File: src/rtl/fft_bitrev_serializer.sv
`default_nettype none
// ============================================================================
// Module      : fft_bitrev_serializer
// Description : Ping-pong reorder buffer that captures bit-reversed FFT frames
//               in parallel and streams them out serially in natural order.
// Revision    : 1.0 - initial release
// ============================================================================
module fft_bitrev_serializer #(
    parameter  int N    = 8,
    parameter  int W    = 16,
    localparam int LOGN = $clog2(N)
) (
    input  logic                      clk,
    input  logic                      rst_n,
    input  logic                      in_valid,
    output logic                      in_ready,
    input  logic [0:N-1][W-1:0]       in_r,
    input  logic [0:N-1][W-1:0]       in_i,
    output logic                      out_valid,
    input  logic                      out_ready,
    output logic signed [W-1:0]       out_r,
    output logic signed [W-1:0]       out_i,
    output logic [LOGN-1:0]           out_idx,
    output logic                      out_last
);

    localparam logic [0:0]      c_st_empty = 1'b0;
    localparam logic [0:0]      c_st_full  = 1'b1;
    localparam logic [LOGN-1:0] c_last     = LOGN'(N - 1);

    logic [0:0]           r_state     [2];
    logic [0:0]           w_state_nxt [2];
    logic                 r_wr_sel;
    logic                 r_rd_sel;
    logic [LOGN-1:0]      r_cnt;
    logic [LOGN-1:0]      w_rev;
    logic [0:N-1][W-1:0]  r_bank_r [2];
    logic [0:N-1][W-1:0]  r_bank_i [2];
    logic                 w_accept;
    logic                 w_drain;
    logic                 w_last_drain;

    assign w_accept     = in_valid && in_ready;
    assign w_drain      = out_valid && out_ready;
    assign w_last_drain = w_drain && (r_cnt == c_last);

    for (genvar gi = 0; gi < LOGN; gi++) begin : g_bitrev
        assign w_rev[gi] = r_cnt[LOGN-1-gi];
    end

    // Per-bank occupancy state register
    always_ff @(posedge clk or negedge rst_n) begin
        if (!rst_n) begin
            r_state[0] <= c_st_empty;
            r_state[1] <= c_st_empty;
        end else begin
            r_state[0] <= w_state_nxt[0];
            r_state[1] <= w_state_nxt[1];
        end
    end

    // A bank can only be accepted into while empty and drained while full,
    // so accept and last-drain never target the same bank in one cycle.
    always_comb begin
        for (int b = 0; b < 2; b++) begin
            w_state_nxt[b] = r_state[b];
            case (r_state[b])
                c_st_empty: if (w_accept && (r_wr_sel == 1'(b)))
                                w_state_nxt[b] = c_st_full;
                c_st_full:  if (w_last_drain && (r_rd_sel == 1'(b)))
                                w_state_nxt[b] = c_st_empty;
                default:    w_state_nxt[b] = c_st_empty;
            endcase
        end
    end

    always_comb begin
        in_ready  = (r_state[r_wr_sel] == c_st_empty);
        out_valid = (r_state[r_rd_sel] == c_st_full);
        out_r     = r_bank_r[r_rd_sel][w_rev];
        out_i     = r_bank_i[r_rd_sel][w_rev];
        out_idx   = r_cnt;
        out_last  = out_valid && (r_cnt == c_last);
    end

    always_ff @(posedge clk or negedge rst_n) begin
        if (!rst_n) begin
            r_bank_r[0] <= '0;
            r_bank_r[1] <= '0;
            r_bank_i[0] <= '0;
            r_bank_i[1] <= '0;
            r_wr_sel    <= 1'b0;
            r_rd_sel    <= 1'b0;
            r_cnt       <= '0;
        end else begin
            if (w_accept) begin
                r_bank_r[r_wr_sel] <= in_r;
                r_bank_i[r_wr_sel] <= in_i;
                r_wr_sel           <= ~r_wr_sel;
            end
            if (w_drain) begin
                if (r_cnt == c_last) begin
                    r_cnt    <= '0;
                    r_rd_sel <= ~r_rd_sel;
                end else begin
                    r_cnt <= r_cnt + LOGN'(1);
                end
            end
        end
    end

endmodule
`default_nettype wire

File: config.mk
export PLATFORM = sky130hd
export DESIGN_NAME = fft_bitrev_serializer
export DESIGN_NICKNAME = d
export VERILOG_FILES = /design/src/rtl/fft_bitrev_serializer.sv
export SDC_FILE = /design/constraint.sdc
export NUM_CORES = 1
export LEC_CHECK = 0
export ABC_AREA = 1
export CAP_MARGIN = 20
export CORE_MARGIN = 2
export CORE_UTILIZATION = 45
export DETAILED_ROUTE_END_ITERATION = 16
export PLACE_DENSITY = 0.66
export SETUP_SLACK_MARGIN = 0.1
export SYNTH_ARGS = -nofsm -noshare
export SYNTH_HDL_FRONTEND = slang
export SYNTH_SLANG_ARGS = --single-unit
File: constraint.sdc
create_clock -name clk -period 2.1 [get_ports clk]
set_input_delay 0.42 -clock clk [delete_from_list [all_inputs] [get_ports clk]]
set_output_delay 0.42 -clock clk [all_outputs]
set_load 0.05 [all_outputs]
==> run metrics <==
status complete, but fails checks; failing checks negative setup slack; total CTS buffers 57; most common cell in the synthesized netlist nand2_1; critical path's top delay family simple AND/OR/NAND/NOR gates; CP startpoint r_rd_sel; RR Startpoint r_rd_sel; vias in the first global route ~21000; pwr dens roughly 1600 nW/µm²; CP max FO 37; worst clock skew 13.1 ps; Worst-path clk slew ~60 ps; largest net degree at the start of global routing 90; Post-synth EDFFs 0; Setup crit end out_r[10]; Leak Pwr between 15 and 20 nW; Sequential Power Share between 30% and 40%; crit end category output pin; Final period util 130%; final WL roughly 75 mm; core region area approximately 58000 µm²; Max Freq about 360 MHz; syn nets ~3800; crit path DAT around 2300 ps; unrepaired setup endpoints after global routing yes; share of cells above drive strength 1 between 10% and 20%; mapped cell area roughly 26000 µm²; Yosys warnings 0; Crit Path Class reg2out; Post-synth ARST share 100%; flops & latches, synth just over 500; Die Width 245 µm; GRT overflow 0; Final Setup Violations 34; first-pass GRT wire length approximately 120 mm; Buffers on Ports between 200 and 300; Post-Syn Area per Cell roughly 7.5 µm²; worst path bufs/invs 3; global-route usage over all layers 24.9%; IO Count slightly below 300; wire per inst 16.4 µm; Initial DRC Count between 2000 and 2500; Filler cells around 5300; Worst path depth 8; top cells by count, synth 1194 x nand2_1, 647 x inv_1, 519 x dfrtp_1; Required @ worst endpoint approximately 1700 ps; gpl congestion 0.815; Slew headroom roughly two thirds; Final min period around 2700 ps; Net Switching roughly 23 mW; slowest stage cell, crit path dfrtp_4; share of the synthesized area in the top cell type 49.7%; die height between 200 and 250 µm; combinational share of power between 40% and 50%; reg2reg path depth 10; final net count 4015; Design Power roughly 53 mW; htree depth 2; type of origin of the critical path register; r2r setup slk ~190 ps; vias between 20000 and 25000; Hold Crit Class in2reg; CP cell instances buf_12 > buf_16 > nand2_1 > nand3_1 > nand3_1 > nand3_1 > nand2_2 > buf_4; sw frac between 40% and 50%; CTS root buffer clkbuf_16; Worst VDD drop about 1100 µV; Max Transition Viols Final 0; total clock sinks just over 500; Most used DFF post-synth dfrtp_1; cell repeated most along the worst path nand3_1; post-DP HPWL between 50 and 60 mm; setup ws final -640 ps; final core occ a little under three fifths; post-synthesis sequential area ratio roughly 50%; Area Growth Syn to Fin 25.9%; die area ~60000 µm²; Placement Setup Slack -78.1 ps; ANT cells 0; max incr delay on CP 540 ps; Post-route DRC 0; hold violation total from the final report 0; leading area contributor after synthesis dfrtp_1; worst-margin pin slew about 510 ps; CTS tree done; worst skew pair latency between 600 and 700 ps; Vias/cell about 5; post-synth cell types 19; min-delay src in_i[27]; drt pass-1 iters 5; initial antenna violation count 0; clock share of power 18.6%; reg-to-reg critical path endpoint r_state[1]; initial core utilization between 40% and 50%; Post-DRT Antenna Nets 0; Max-Cap Viols 0; P_int between 30 and 40 mW; FP Rows 88; Max Root-Sink Buffers 3; largest cells by area after synthesis dfrtp_1 50%, nand2_1 17%, inv_1 9.3%; synthesized instance count around 3500
-- worst min-delay path: stages --
cell	delay, ps
clkdlybuf4s50_1	390
inv_1	70
o21ai_1	60
-- worst min path at each step --
stage	end	slack [ps]	depth (start not counted)
after floorplan	out_idx[0]	120	0
after global placement	r_bank_i[108]	440	2
after detailed placement	r_bank_i[108]	430	2
after CTS	r_bank_i[155]	350	3
after global routing	r_bank_r[162]	380	3
final	r_bank_i[155]	380	3
-- power by group through the flow --
stage          logic, mW  clock network (mW)  registers, mW
2_1_floorplan       16.9                   0           16.4
3_3_place_gp        24.5                   0           16.8
3_5_place_dp        24.9                   0           16.9
4_1_cts             26.3                10.1           16.8
5_1_grt             29.4                10.5           17.4
6_report            26.5                9.93           16.9
-- kinds of logic (layout without fill, tap and decap cells) --
family	Yosys count	count (layout)	synth area share (%)
compound gates	521	521	11.4
fa+ha+maj	2	2	0.0957
buf+inv	867	1169	14.2
flops	519	519	49.7
simple gates	1583	1583	24.6
-- metrics by stage --
stage / TNS [ps] / instance area [µm²] / cells / hold slack, ps
6_report: -19810 / 32900 / 4559 / 379
5_1_grt: -23190 / 32900 / 4559 / 381
4_1_cts: -21150 / 32700 / 4554 / 350
3_5_place_dp: -535 / 30500 / 4450 / 435
3_3_place_gp: -533 / 30500 / 4450 / 435
2_1_floorplan: 0 / 26200 / 3492 / 124
-- state kept, by name, summed over array words and instances, names as in the netlist --
register  count
out_idx       3
r_bank_r    256
r_bank_i    256
r_rd_sel      1
r_state       2
r_wr_sel      1
-- what timing repair did --
| action | 4_1_cts | 5_1_grt |
|---|---|---|
| hold endpoints to repair | 203 | 0 |
| hold buffers | 1 | 0 |
| setup buffers | 1 | 2 |
| resized for setup | 84 | 17 |
| endpoints found under the setup margin | 38 | 37 |
| pin swaps | 6 | 0 |
| gates cloned | 2 | 3 |
-- routing by layer --
layer / global-route usage, % / up-vias / share of wire [%]
li1: - / 11200 / -
met1: 36.9 / 10400 / 47
met2: 39.1 / 628 / 46
met3: 3.35 / 94 / 5.8
met4: 5.29 / 0 / 1.9
met5: 0 / - / 0
-- cell type report --
class | instances | area (µm²) | area share [%]
clock buffers | 85 | 1640 | 4.99
clock inverters | 15 | 180 | 0.547
inverters | 649 | 2460 | 7.46
multi-input cells | 2106 | 9740 | 29.6
flip-flops and latches | 519 | 13000 | 39.5
well taps | 765 | 957 | 2.91
repair buffers | 420 | 4930 | 15.0
-- placed cells by master (no fill, tap or decap), types with 56 or more instances in the layout --
cell type        netlist  routed
inv_1                647     645
o21ai_0              305     305
clkdlybuf4s50_1        0     258
nand2_1             1194    1158
o21ai_1              113     113
o21ai_2               98      98
buf_4                  2      56
nand3_1              384     352
buf_12                 0      61
clkbuf_16              0      60
dfrtp_1              519     516
(Power assumes the default switching activity.)
